--- config.mk ---
export PLATFORM = sky130hd
export DESIGN_NAME = antares_fetch_pc_flat
export DESIGN_NICKNAME = d
export VERILOG_FILES = /design/src/rtl/antares_fetch_pc_if.sv /design/src/rtl/antares_fetch_pc.sv /design/src/flat_wrapper.sv
export SDC_FILE = /design/constraint.sdc
export NUM_CORES = 1
export LEC_CHECK = 0
export ABC_AREA = 1
export CAP_MARGIN = 25
export CELL_PAD_IN_SITES_DETAIL_PLACEMENT = 1
export CELL_PAD_IN_SITES_GLOBAL_PLACEMENT = 1
export CORE_ASPECT_RATIO = 0.7
export CORE_MARGIN = 2
export CORE_UTILIZATION = 30
export DETAILED_ROUTE_END_ITERATION = 6
export PLACE_DENSITY = 0.76
export SLEW_MARGIN = 10
export SYNTH_ARGS = -nofsm -noshare
export SYNTH_HDL_FRONTEND = slang
export SYNTH_SLANG_ARGS = --single-unit
export TNS_END_PERCENT = 1
--- constraint.sdc ---
create_clock -name clk -period 7 [get_ports clk]
set_input_delay 0.7 -clock clk [delete_from_list [all_inputs] [get_ports clk]]
set_output_delay 0.7 -clock clk [all_outputs]
set_load 0.05 [all_outputs]
--- src/rtl/antares_fetch_pc_if.sv ---
// Instruction-memory fetch port shared by the IF-stage sequencer and the memory.
//
// Handshake: the master raises imem_req_o with imem_addr_o and holds both stable
// until the slave answers with imem_ready_i. A cycle in which imem_req_o and
// imem_ready_i are both high is one transfer. imem_data_i carries the word for
// imem_addr_o in that same cycle. Any other cycle transfers nothing.
interface antares_fetch_pc_if;
  logic [31:0] imem_addr_o;
  logic        imem_req_o;
  logic        imem_ready_i;
  logic [31:0] imem_data_i;

  modport master (
    output imem_addr_o,
    output imem_req_o,
    input  imem_ready_i,
    input  imem_data_i
  );

  modport slave (
    input  imem_addr_o,
    input  imem_req_o,
    output imem_ready_i,
    output imem_data_i
  );
endinterface

--- src/rtl/antares_fetch_pc.sv ---
// IF-stage PC register and fetch sequencer. It issues fetches over the imem port
// and holds returned words in a 2-entry skid buffer that feeds the IF/ID register.
// Redirects flush the buffer. A redirect that arrives while a request is waiting
// is parked in a pending slot, so the outstanding address stays stable.
module antares_fetch_pc #(
  parameter logic [31:0] PC_RESET = 32'hBFC0_0000
) (
  input  logic                      clk,
  input  logic                      rst,
  input  logic [31:0]               pc_add4_i,
  input  logic                      exc_taken_i,
  input  logic [31:0]               exc_target_i,
  input  logic                      br_taken_i,
  input  logic [31:0]               br_target_i,
  input  logic                      stall_i,
  output logic [31:0]               pc_o,
  antares_fetch_pc_if.master        imem,
  output logic                      if_valid_o,
  output logic [31:0]               if_pc_o,
  output logic [31:0]               if_instr_o,
  output logic [1:0]                dbg_state
);

  typedef enum logic [1:0] {
    ST_RESET = 2'd0,
    ST_REQ   = 2'd1,
    ST_IDLE  = 2'd2
  } state_t;

  state_t      state;
  logic        req_q;
  logic        pend_v;
  logic [31:0] pend_pc;
  logic [1:0]  cnt;
  logic [31:0] tail_pc;
  logic [31:0] tail_instr;

  logic        redir;
  logic [31:0] target;
  logic        ack;
  logic        pop;
  logic        push;
  logic [1:0]  cnt_next;
  logic        room;

  assign imem.imem_addr_o = pc_o;
  assign imem.imem_req_o  = req_q;
  assign if_valid_o       = (cnt != 2'd0);
  assign dbg_state        = state;

  // Handshake qualifiers and buffer occupancy for this cycle.
  always_comb begin
    redir  = exc_taken_i | br_taken_i;
    target = exc_taken_i ? exc_target_i : br_target_i;
    ack    = req_q & imem.imem_ready_i;
    pop    = if_valid_o & ~stall_i;
    // A response for an address that was already redirected away is dropped.
    push   = ack & ~redir & ~pend_v;
    cnt_next = cnt + {1'b0, push} - {1'b0, pop};
    // Only issue when the word can land without overflowing the 2-entry buffer.
    room   = (cnt_next <= 2'd1);
  end

  // Fetch sequencer: state, request line, PC and pending redirect.
  always_ff @(posedge clk or posedge rst) begin
    if (rst) begin
      state   <= ST_RESET;
      req_q   <= 1'b0;
      pc_o    <= PC_RESET;
      pend_v  <= 1'b0;
      pend_pc <= 32'd0;
    end else begin
      case (state)
        ST_RESET: begin
          state <= ST_REQ;
          req_q <= 1'b1;
          if (redir) pc_o <= target;
        end
        ST_REQ: begin
          if (ack) begin
            if (pend_v)     pc_o <= pend_pc;
            else if (redir) pc_o <= target;
            else            pc_o <= pc_add4_i;
            pend_v <= 1'b0;
            if (redir || room) begin
              state <= ST_REQ;
              req_q <= 1'b1;
            end else begin
              state <= ST_IDLE;
              req_q <= 1'b0;
            end
          end else if (redir) begin
            pend_v  <= 1'b1;
            pend_pc <= target;
          end
        end
        ST_IDLE: begin
          if (redir) begin
            pc_o  <= target;
            state <= ST_REQ;
            req_q <= 1'b1;
          end else if (room) begin
            state <= ST_REQ;
            req_q <= 1'b1;
          end
        end
        default: begin
          state <= ST_RESET;
          req_q <= 1'b0;
        end
      endcase
    end
  end

  // Two-entry skid buffer; the head entry drives the IF/ID outputs directly.
  always_ff @(posedge clk or posedge rst) begin
    if (rst) begin
      cnt        <= 2'd0;
      if_pc_o    <= 32'd0;
      if_instr_o <= 32'd0;
      tail_pc    <= 32'd0;
      tail_instr <= 32'd0;
    end else if (redir) begin
      cnt <= 2'd0;
    end else begin
      cnt <= cnt_next;
      case ({push, pop})
        2'b10: begin
          if (cnt == 2'd0) begin
            if_pc_o    <= pc_o;
            if_instr_o <= imem.imem_data_i;
          end else begin
            tail_pc    <= pc_o;
            tail_instr <= imem.imem_data_i;
          end
        end
        2'b01: begin
          if_pc_o    <= tail_pc;
          if_instr_o <= tail_instr;
        end
        2'b11: begin
          if (cnt == 2'd1) begin
            if_pc_o    <= pc_o;
            if_instr_o <= imem.imem_data_i;
          end else begin
            if_pc_o    <= tail_pc;
            if_instr_o <= tail_instr;
            tail_pc    <= pc_o;
            tail_instr <= imem.imem_data_i;
          end
        end
        default: ;
      endcase
    end
  end

endmodule

--- src/flat_wrapper.sv ---
// flat-port wrapper written by rule: the top's interface ports become plain ports
module antares_fetch_pc_flat 
#(
  parameter logic [31:0] PC_RESET = 32'hBFC0_0000
)
  (clk, rst, pc_add4_i, exc_taken_i, exc_target_i, br_taken_i, br_target_i, stall_i, pc_o, if_valid_o, if_pc_o, if_instr_o, dbg_state, imem_imem_addr_o, imem_imem_req_o, imem_imem_ready_i, imem_imem_data_i);
  antares_fetch_pc_if imem_i ();
  input  logic clk;
  input  logic rst;
  input  logic [31:0] pc_add4_i;
  input  logic exc_taken_i;
  input  logic [31:0] exc_target_i;
  input  logic br_taken_i;
  input  logic [31:0] br_target_i;
  input  logic stall_i;
  output logic [31:0] pc_o;
  output logic if_valid_o;
  output logic [31:0] if_pc_o;
  output logic [31:0] if_instr_o;
  output logic [1:0] dbg_state;
  output wire logic [$bits(imem_i.imem_addr_o)-1:0] imem_imem_addr_o;
  output wire logic [$bits(imem_i.imem_req_o)-1:0] imem_imem_req_o;
  input wire logic [$bits(imem_i.imem_ready_i)-1:0] imem_imem_ready_i;
  input wire logic [$bits(imem_i.imem_data_i)-1:0] imem_imem_data_i;
  assign imem_imem_addr_o = imem_i.imem_addr_o;
  assign imem_imem_req_o = imem_i.imem_req_o;
  assign imem_i.imem_ready_i = imem_imem_ready_i;
  assign imem_i.imem_data_i = imem_imem_data_i;
  antares_fetch_pc #(.PC_RESET(PC_RESET)) u_core (.clk(clk), .rst(rst), .pc_add4_i(pc_add4_i), .exc_taken_i(exc_taken_i), .exc_target_i(exc_target_i), .br_taken_i(br_taken_i), .br_target_i(br_target_i), .stall_i(stall_i), .pc_o(pc_o), .imem(imem_i), .if_valid_o(if_valid_o), .if_pc_o(if_pc_o), .if_instr_o(if_instr_o), .dbg_state(dbg_state));
endmodule
# Word-level counts from Yosys, hierarchy flattened
# Index checks and enable logic that the tools add are counted.
[totals] register_bits=198 input_bits=134 output_inout_bits=132 wordCells=80
[op_classes] add_sub_neg=2 n_lt_le_gt_ge=1 n_eq_ne=12 n_mux=31 bitwise_logic=9 reduce_logical=15
[op_table] op="$mux W32" count=13
[op_table] op="$pmux W32 S2" count=3
[op_table] op="$pmux W32 S3" count=2
[op_table] op="$mux W2" count=5
[op_table] op="$reduce_and A3 Y1" count=3
[op_table] op="$reduce_bool A2 Y1" count=4
[op_table] op="$eq A2 B1 Y1 const B" count=3
[op_table] op="$eq A2 B2 Y1 const B" count=3
[op_table] op="$mux W1" count=6
[op_table] op="$ne A2 B1 Y1 const B" count=3
[op_table] op="$pmux W2 S3" count=1
[op_table] op="$and A1 B1 Y1" count=4
[op_table] op="$logic_not A2 Y1" count=2
[op_table] op="$ne A2 B2 Y1 const B" count=2
[op_table] op="$not A1 Y1" count=4
[op_table] op="$reduce_and A2 Y1" count=2
[op_table] op="$reduce_and A4 Y1" count=1
[op_table] op="$ne A3 B1 Y1 const B" count=1
[op_table] op="$pmux W1 S3" count=1
[op_table] op="$reduce_bool A3 Y1" count=1
[op_table] op="$add A2 B1 Y2" count=1
[op_table] op="$le A2 B1 Y1 const B" count=1
[op_table] op="$reduce_or A2 Y1" count=1
[op_table] op="$sub A2 B1 Y2" count=1
[op_table] op="other kinds (2)" count=2

# Logic depth before layout (Yosys ltp)
# Gate-level depths: netlist of run 1.
[depth] ltp_word=11 depth_mapped=12

# Worst setup path after synthesis of run 1
# Ideal clock, no wire load.
[synth_timing] path_kind="in2reg" start="input stall_i" end="register u_core.state[0], in the netlist u_core.dbg_state[0]" setup_time_ps=65 arrival_time_ps=2082 required_ps=6935 setup_slack_ps=4853 cell_stages=11 n_path_buf=2 path_cell_list="nor2_2 > buf_2 > buf_2 > ha_1 > inv_1 > ha_1 > xnor2_1 > nand2_1 > nand3_1 > o21ai_0 > nand2_1"
[synth_between] elab_chain_len=8 word_cells_on_any_way=10 classes_between="add/sub: 1; order compare: 1; eq/ne: 1; mux: 3; bitwise: 2; reduce/logical: 2"
[synth_lines] item="start: declaration" line="flat_wrapper.sv:15" text="input logic stall_i;"
[synth_lines] item="$not A1 Y1 *" line="antares_fetch_pc.sv:56" text="pop = if_valid_o & ~stall_i;"
[synth_lines] item="$and A1 B1 Y1 *" line="antares_fetch_pc.sv:56"
[synth_lines] item="$sub A2 B1 Y2 *" line="antares_fetch_pc.sv:59" text="cnt_next = cnt + {1'b0, push} - {1'b0, pop};"
[synth_lines] item="$le A2 B1 Y1 *" line="antares_fetch_pc.sv:61" text="room = (cnt_next <= 2'd1);"
[synth_lines] item="$logic_or A1 B1 Y1" line="antares_fetch_pc.sv:85" text="if (redir || room) begin"
[synth_lines] item="$mux W2" line="antares_fetch_pc.sv:85"
[synth_lines] item="$mux W2" line="antares_fetch_pc.sv:80" text="if (ack) begin"
[synth_lines] item="$pmux W2 S3" line="antares_fetch_pc.sv:73" text="case (state)"
[synth_lines] item="end signal: assignment" line="antares_fetch_pc.sv:75" text="state <= ST_REQ;"
[synth_lines] item="end signal: assignment" line="antares_fetch_pc.sv:86" text="state <= ST_REQ;"
[synth_lines] item="end signal: assignment" line="antares_fetch_pc.sv:89" text="state <= ST_IDLE;"
[synth_lines] item="end: declaration" line="antares_fetch_pc.sv:30" text="state_t state;"
# Mark *: on every way between the ends. The rest lies on a longest branch, timed or not. The select of a mux whose other input is x is not followed.
# A chain may end at the register's enable or synchronous reset.

# Worst setup path after layout of run 1
[layout_timing] start="input exc_taken_i" end="register u_core.tail_instr[22]"
[layout_between] elab_chain_len=7 word_cells_on_any_way=11 classes_between="eq/ne: 4; mux: 1; bitwise: 4; reduce/logical: 2"
[layout_lines] item="start: declaration" line="flat_wrapper.sv:11" text="input logic exc_taken_i;"
[layout_lines] item="$or A1 B1 Y1 *" line="antares_fetch_pc.sv:53" text="redir = exc_taken_i | br_taken_i;"
[layout_lines] item="$not A1 Y1 (no line) *"
[layout_lines] item="$and A1 B1 Y1 (2 in series)" line="antares_fetch_pc.sv:58" text="push = ack & ~redir & ~pend_v;"
[layout_lines] item="$eq A2 B2 Y1" line="antares_fetch_pc.sv:127" text="case ({push, pop})"
[layout_lines] item="$ne A2 B2 Y1 (no line) / $reduce_bool A2 Y1 (equally long branches)"
[layout_lines] item="$reduce_and A4 Y1 (no line)"
[layout_lines] item="end signal: assignment" line="antares_fetch_pc.sv:134" text="tail_instr <= imem.imem_data_i;"
[layout_lines] item="end signal: assignment" line="antares_fetch_pc.sv:149" text="tail_instr <= imem.imem_data_i;"
[layout_lines] item="end: declaration" line="antares_fetch_pc.sv:36" text="logic [31:0] tail_instr;"
# Mark *: on every way between the ends. The rest lies on a longest branch, timed or not.

==> impl_metrics.toml, run 1 <==
[outcome]
outcome = "completed"

[logic_synthesis]
syn-mean-instance-area_sq_um = 6.77
synth-async-reset-ratio_pct = 100
ys.flop_type = "dfrtp_1"
synth_largest_area_cell = "dfrtp_1"
synth_area_sq_um = 11500
syn_nets = 1832
ys_ff_latch = 197
yosysUniqueCellTypes = 28
ys_seq_area_share_pct = 43.0
yosysWarnings = 0
yosysMostFrequentCell = "nand2_1"
synth_edf_count = 0
ys_top_cells_by_area = "dfrtp_1, nand2_1, nand3_1"
synth_commonest_cells = "nand2_1, nand3_1, dfrtp_1, nor2_1, inv_1"
synth_top_area_share_pct = 41.0
synth_cells = 1696

[critical_path]
startpoint_type = "input pin"
reg2reg_depth = 9
crit_path_frequent_cell = "buf_4"
critPathKind = "input pin to flop"
slowest_delay_ns = 0.61
crit_fanout = 80
slowest_stage = "buf_4"
rrSetupSlack_ns = 3.26
timing.rr.end = "u_core.tail_instr[22]$_DFFE_PP0P_"
cp-end-kind = "flop"
r2r_start = "u_core.pend_v$_DFFE_PP0P_"
crit_arrival_ns = 4.21
required_ns = 7.30
worstPathCellList = "clkdlybuf4s50_1 > buf_4 > nor2_8 > nand2_2 > nor2_4 > buf_4 > o211ai_1 > buf_4 > nand2_1 > o21ai_1"

[finish]
syn_to_final_growth_pct = 28.3
nets = 1983
drive_gt1_share_pct = 4.19
n_fill_cell = 4666
fin_cells = 2349

[detailed_routing]
drcViolationCount = 0
antenna_left = 0
num_vias = 11900
wl_per_cell_um = 18.4
vias_per_cell = 5.07
drt_wl_total_mm = 43.2
drt-pass1-iter-count = 5
drt_iter0_markers = 768

[sta]
rsz0062_at_grt = "false"
slew_headroom_pct = 34.5
worst_slew_pin_slew_ns = 0.982
fmax_mhz = 256
hold_viol_final = 0
skew_ns = 0.0121
finalCritPeriodShare_pct = 55.8
fin_crit_ns = 3.90
holdWs_ns = 0.479
setup_viol = 0
setup_tns_ns = 0
drv_slew = 0

[grt]
grt_max_degree = 107
grt_util_met1_pct = 27.9
grt_pass1_wl_mm = 69.9
busiest_layer = "met2"
grt_pass1_vias = 13000
antenna_found_initial = 2
grt_overflow_total = 0
grt_usage_pct = 22.1
grt_use_met2_pct = 39.1
use_met3_pct = 3.64

[clock_network]
htree_levels = 4
clock-sinks = 197
cts-resized-gates = 0
post_cts_buffers = 0
tritoncts = "built"
ctsHoldBuffers = 0
clk_path_buf_depth = 2
cts-root-buf = "clkbuf_16"
clock_latency_ns = 0.46
path_clk_slew_ns = 0.07
numCtsBuffers = 17

[pwr]
p_per_area_nw_per_um2 = 277
power.share.switching_pct = 40.3
vdd_drop_max_uv = 196
fin_total_pwr_uw = 4090
seqPwrFrac_pct = 37.1
pwr-share-clk_pct = 26.4
p_int_uw = 2440
p_comb_share_pct = 36.5
power_switching_uw = 1650
p_leak_uw = 0.00727

[floorplan]
dieArea_sq_um = 39900
initial_core_util_pct = 30.7
die_h_um = 168
io_pins = 266
core_area_sq_um = 37400
die_w_um = 238
rows = 59

[hold_path]
worstHoldStart = "u_core.if_pc_o[5]$_DFFE_PP0P_"
holdPathStages = 2
hold_class = "flop to flop"
holdPathEnd = "u_core.if_pc_o[5]$_DFFE_PP0P_"

[placed_design]
dp.cells = 2314
numPortBuffers = 265
gp_congestion = 0.773
post-dp-hpwl_mm = 27.4

[run]
drv_cap = 0
## routing by layer
metal / vias to the layer above / routed length [um]
met5: - / 13
met4: 2 / 697
met3: 45 / 1740
met2: 221 / 21500
met1: 5987 / 19200
li1: 5645 / -
## layout make-up
cell class	count	area [sq um]	area share, %
multi-input combinational	1265	5410	36.7
clock inverter	8	119	0.807
tap	488	611	4.14
timing repair buffer	284	2840	19.2
sequential	197	4940	33.5
inverter	82	315	2.14
antenna	1	2.50	0.0170
clock buffer	24	502	3.41
## placed cells by master (no fill, tap or decap), types with 2 or more instances in the layout
cell             Yosys  final
nand2_1            746    744
clkdlybuf4s50_1      0    265
nand3_1            258    258
dfrtp_1            188    187
nor2_1              81     81
inv_1               78     74
o21ai_1             64     64
o21ai_0             62     62
a21oi_1             34     34
clkbuf_16            0     17
buf_4               42     17
dfstp_2              9      9
inv_2                4      7
o211ai_1             6      6
clkbuf_8             0      5
clkinv_2             0      4
nand2_2              1      3
bufinv_16            0      3
nor2_4               0      2
ha_1                 2      2
clkbuf_1            45      2
buf_16               0      2
## how the worst max path moves through the flow
stage	start	depth (start not counted)	endpoint
final	exc_taken_i	10	u_core.tail_instr[22]$_DFFE_PP0P_
after detailed placement	exc_taken_i	10	u_core.tail_instr[4]$_DFFE_PP0P_
after CTS	exc_taken_i	10	u_core.tail_instr[22]$_DFFE_PP0P_
after global placement	exc_taken_i	10	u_core.tail_instr[26]$_DFFE_PP0P_
after global routing	exc_taken_i	10	u_core.tail_instr[22]$_DFFE_PP0P_
after floorplan	rst	1	u_core.cnt[0]$_DFF_PP0_
## logic make-up after synthesis
logic type                 count (synthesis)  share of synthesized area, %
DFF                                      197                          43.0
xor gates and xnor gates                   2                         0.153
buffers and inverters                    234                          10.1
and+or+nand+nor                         1092                          38.9
AOI/OAI and AO/OA                        169                          7.65
adders and majority gates                  2                         0.218
## critical path: cells and delay by family
family | cells | cell delay, ns
buffers and inverters | 4 | 1.71
and+or+nand+nor | 4 | 1.41
AOI/OAI and AO/OA | 2 | 0.30
## sequential cells by signal, summed over array words and instances (netlist names)
name and flops:
u_core.if_pc_o 32, u_core.tail_instr 32, u_core.pend_v 1, u_core.if_instr_o 32, u_core.cnt 2, u_core.imem.imem_addr_o 32
u_core.pend_pc 32, u_core.dbg_state 2, u_core.tail_pc 32
## metrics by stage
stage	setup WS [ns]	util [%]	area [sq um]
after detailed placement	2.64	37.6	14100
final	3.10	39.4	14700
after floorplan	0.946	-	11500
after global routing	2.87	39.4	14700
after CTS	3.12	39.2	14700
after global placement	2.79	37.6	14100
## power groups by stage
stage / Clock, uW / Combinational [uW] / Sequential (uW)
2_1_floorplan: 0 / 522 / 1950
3_3_place_gp: 0 / 1470 / 1530
3_5_place_dp: 0 / 1500 / 1530
4_1_cts: 1110 / 1510 / 1520
5_1_grt: 1160 / 1590 / 1540
6_report: 1080 / 1490 / 1510
(Power assumes the default switching activity.)
==> run 2, diff against run 1 <==
clock period = 4 ns   (was 7 ns; I/O delays follow)
==> run 2 against run 1 <==
Sequential cell count unchanged; sequential share of layout area decreased by 0.054 points; final cell count increased by 0.13%; non-clock buffer count increased by 4.
==> impl_metrics.toml, run 2 (synthesized netlist as in run 1, its figures left out) <==
[finish]
nets = 1987
n_antenna_cell = 0
seq_area_sq_um = 4940
mostFrequentLayoutCells = "nand2_1, clkdlybuf4s50_1, nand3_1"
n_fill_cell = 4634
final_area_sq_um = 14800
final_common_cell = "nand2_1"
fin_cells = 2352
drive_gt1_share_pct = 4.45
syn_to_final_growth_pct = 28.5
multi_input_area_sq_um = 5410

[pwr]
p_int_uw = 4220
pwr-share-clk_pct = 26.1
p_comb_share_pct = 36.7
power.share.switching_pct = 40.8
power_switching_uw = 2910
p_leak_uw = 0.00727
p_per_area_nw_per_um2 = 483
seqPwrFrac_pct = 37.2
vdd_drop_max_uv = 342

[clock_network]
clock_latency_ns = 0.46
post_cts_buffers = 0
cts-root-buf = "clkbuf_16"
htree_levels = 4
tritoncts = "built"
cts-resized-gates = 0
numCtsBuffers = 17
ctsHoldBuffers = 0
clock-sinks = 197
clk_path_buf_depth = 2
path_clk_slew_ns = 0.08

[sta]
finalCritPeriodShare_pct = 70.2
rsz0062_at_grt = "false"
hold_viol_final = 0
slew_headroom_pct = 27.8
fmax_mhz = 356
setup_tns_ns = 0
fin_crit_ns = 2.81
skew_ns = 0.0107
drv_slew = 0
holdWs_ns = 0.474
worst_slew_pin_slew_ns = 1.08
setup_viol = 0

[floorplan]
die_w_um = 238
initial_core_util_pct = 30.7
rows = 59
core_area_sq_um = 37400
die_h_um = 168
io_pins = 266
dieArea_sq_um = 39900

[run]
drv_cap = 0

[detailed_routing]
drt-pass1-iter-count = 5
drcViolationCount = 0
wl_per_cell_um = 18.5
drt_wl_total_mm = 43.4
drt_iter0_markers = 650
vias_per_cell = 5.08
antenna_left = 0
num_vias = 11900

[critical_path]
crit_fanout = 94
rrSetupSlack_ns = 1.19
timing.rr.end = "u_core.tail_instr[14]$_DFFE_PP0P_"
r2r_start = "u_core.pend_v$_DFFE_PP0P_"
cp-end-kind = "flop"
crit_arrival_ns = 3.18
critPathKind = "flop to flop"
startpoint_type = "flop"
reg2reg_depth = 8
required_ns = 4.37

[placed_design]
dp.cells = 2319
post-dp-hpwl_mm = 27.4
gp_congestion = 0.756
numPortBuffers = 265
placed_area_sq_um = 14100

[hold_path]
hold_class = "input pin to async pin"

[grt]
grt_max_degree = 133
grt_pass1_wl_mm = 70.0
grt_usage_pct = 22.2
grt_pass1_vias = 12800
grt_overflow_total = 0
antenna_found_initial = 0

[outcome]
outcome = "completed"
## run 2: cell count changes in the layout (fill, tap and decap cells not counted)
cell,change
diode_2,-1
buf_12,+4
clkinv_4,+3
buf_4,+2
clkinvlp_4,+4
buf_16,-2
clkbuf_1,-1
clkinv_2,-1
inv_6,-1
inv_8,-1
clkbuf_8,-3
## run 2: per-stage QoR
stage / power (uW) / utilization [%] / setup slack [ns]
6_report: 7130 / 39.4 / 1.19
5_1_grt: 7490 / 39.4 / 0.980
4_1_cts: 7220 / 39.4 / 1.21
3_5_place_dp: 5320 / 37.7 / 1.21
3_3_place_gp: 5260 / 37.7 / 1.32
2_1_floorplan: 4330 / - / 1.06
## run 2: power by group through the flow
stage / Sequential, uW / Clock, uW / Combinational, uW
final: 2650 / 1860 / 2620
after global routing: 2700 / 1990 / 2790
after CTS: 2660 / 1920 / 2640
after detailed placement: 2690 / 0 / 2630
after global placement: 2680 / 0 / 2580
after floorplan: 3420 / 0 / 914
## run 2: critical path: stages, from the launching register on
cell      delay [ns]
dfrtp_1         0.33
buf_4           0.40
inv_2           0.40
nand2_1         0.22
nor2_4          0.07
o211ai_1        0.11
buf_4           0.75
nand2_1         0.14
o21ai_1         0.13
## run 2: per-layer routing
layer  vias to the layer above  track usage [%]  wire [um]
met5                         -                0          0
met2                       242             39.4      21500
met3                        39             3.99       1830
met4                         0             5.96        778
met1                      6019             27.6      19300
li1                       5647                -          -
## run 2: worst max-delay path by stage
stage	start	depth (start not counted)	to
2_1_floorplan	rst	1	u_core.cnt[0]$_DFF_PP0_
3_3_place_gp	br_taken_i	7	u_core.if_instr_o[31]$_DFFE_PP0P_
3_5_place_dp	u_core.pend_v$_DFFE_PP0P_	7	u_core.if_instr_o[21]$_DFFE_PP0P_
4_1_cts	u_core.pend_v$_DFFE_PP0P_	7	u_core.if_instr_o[21]$_DFFE_PP0P_
5_1_grt	u_core.pend_v$_DFFE_PP0P_	8	u_core.tail_instr[7]$_DFFE_PP0P_
6_report	u_core.pend_v$_DFFE_PP0P_	8	u_core.tail_instr[14]$_DFFE_PP0P_
## run 2: final cells by class
cell class	count	share of cell area, %
Clock buffer	20	3.09
Tap cell	488	4.14
Clock inverter	12	1.04
Inverter	82	2.11
Timing Repair Buffer	288	19.5
Multi-Input combinational cell	1265	36.6
Sequential cell	197	33.5
==> run 3, diff against run 2 <==
PLACE_DENSITY = 0.79   (was 0.76)
clock period = 2.48 ns   (was 4 ns; I/O delays follow)
==> run 3 against run 2 <==
Clock skew is 0.00056 ns lower; critical path type is now flop to output port; non-clock buffer count is 17 higher; clock power grew 62%; worst setup slack worse by 0.98 ns; first-iteration DRC count up 31%; sequential power grew 62%; largest cell class unchanged; clock-buffer cell count down 3; via count up 0.65%.
==> impl_metrics.toml, run 3 (synthesized netlist as in run 1, its figures left out) <==
[clock_network]
tritoncts = "built"
path_clk_slew_ns = 0.08
ctsHoldBuffers = 0
htree_levels = 4
numCtsBuffers = 17
clock_latency_ns = 0.45
clk_path_buf_depth = 2
cts-resized-gates = 0
post_cts_buffers = 0
clock-sinks = 197
cts-root-buf = "clkbuf_16"

[critical_path]
cp-end-kind = "output port"
r2r_start = "u_core.cnt[0]$_DFF_PP0_"
worstPathCellList = "clkdlybuf4s50_1"
required_ns = 2.23
reg2reg_depth = 10
crit_fanout = 6
startpoint_type = "flop"
rrSetupSlack_ns = 0.53
timing.rr.end = "u_core.dbg_state[0]$_DFFE_PP0P_"
cp.depth = 1
critical-path-top-delay-family = "buffers and inverters"
slowest_delay_ns = 0.90
timing.critical_path.buf_inv = 1
crit_path_start = "u_core.imem.imem_addr_o[30]$_DFFE_PP0P_"
crit_end = "imem_imem_addr_o[30]"
slowest_stage = "clkdlybuf4s50_1"
critPathKind = "flop to output port"
crit_arrival_ns = 2.02

[detailed_routing]
vias_per_cell = 5.07
drt_wl_total_mm = 42.9
drcViolationCount = 0
drt-pass1-iter-count = 5
num_vias = 12000
antenna_left = 0
drt_iter0_markers = 853
wl_per_cell_um = 18.1

[floorplan]
io_pins = 266
initial_core_util_pct = 30.7
rows = 59
core_area_sq_um = 37400
dieArea_sq_um = 39900
die_w_um = 238
die_h_um = 168

[grt]
grt_pass1_wl_mm = 69.5
grt_overflow_total = 0
antenna_found_initial = 1
grt_pass1_vias = 12800
grt_max_degree = 73
grt_usage_pct = 21.9

[finish]
n_fill_cell = 4670
drive_gt1_share_pct = 5.53
multi_input_area_sq_um = 5410
seq_area_sq_um = 4940
final_util_pct = 40.0
final_common_cell = "nand2_1"
syn_to_final_growth_pct = 30.4
nets = 2004
mostFrequentLayoutCells = "nand2_1, clkdlybuf4s50_1, nand3_1"
final_area_sq_um = 15000

[outcome]
outcome = "completed"

[sta]
drv_slew = 0
slew_headroom_pct = 41.4
worst_slew_pin_slew_ns = 0.879
skew_ns = 0.0102
rsz0062_at_grt = "false"
holdWs_ns = 0.172
setup_viol = 0
fmax_mhz = 442
finalCritPeriodShare_pct = 91.3
fin_crit_ns = 2.26
hold_viol_final = 0

[hold_path]
hold_class = "input pin to async pin"

[placed_design]
placed_area_sq_um = 14400
numPortBuffers = 265
gp_congestion = 0.799
post-dp-hpwl_mm = 28.7

[run]
drv_cap = 0

[pwr]
p_leak_uw = 0.00739
p_per_area_nw_per_um2 = 771
vdd_drop_max_uv = 537
## run 3: power breakdown
part | switching [uW] | leakage [uW] | total [uW] | internal, uW
registers | 536 | 0.00256 | 4290 | 3760
clock network | 1400 | 0.000297 | 3020 | 1620
logic | 2800 | 0.00454 | 4230 | 1430
total | 4740 | 0.00739 | 11500 | 6800
## run 3: layout make-up
type                    instances  area share [%]
clock inverters                15            1.28
multi-input cells            1265            36.1
diodes                          1          0.0167
clock buffers                  17            2.84
flip-flops and latches        197            33.0
well taps                     488            4.08
inverters                      82            2.08
repair buffers                305            20.6
## run 3: worst min path at each step
stage,startpoint,to,cells after the start
after floorplan,imem_imem_data_i[18],u_core.tail_instr[18]$_DFFE_PP0P_,2
after global placement,u_core.pend_pc[15]$_DFFE_PP0P_,u_core.pend_pc[15]$_DFFE_PP0P_,2
after detailed placement,u_core.if_pc_o[0]$_DFFE_PP0P_,u_core.if_pc_o[0]$_DFFE_PP0P_,2
after CTS,rst,u_core.pend_pc[5]$_DFFE_PP0P_,2
after global routing,rst,u_core.pend_pc[5]$_DFFE_PP0P_,2
final,rst,u_core.pend_pc[5]$_DFFE_PP0P_,2
## run 3: metrics by stage
stage	setup TNS (ns)	total power, uW	instances	worst slack [ns]
after floorplan	-57.72	6990	1696	-0.307
after global placement	0	8510	2337	0.355
after detailed placement	0	8620	2337	0.217
after CTS	0	11700	2369	0.175
after global routing	0	12100	2370	0.126
final	0	11500	2370	0.216
## run 3: layer usage
| layer | track usage [%] | wire, um | vias up | part of all wire, % |
|---|---|---|---|---|
| li1 | - | - | 5688 | - |
| met1 | 27.8 | 19200 | 6038 | 45 |
| met2 | 38.8 | 21400 | 263 | 50 |
| met3 | 3.82 | 1660 | 36 | 3.9 |
| met4 | 4.89 | 715 | 0 | 1.7 |
| met5 | 0 | 0 | - | 0 |
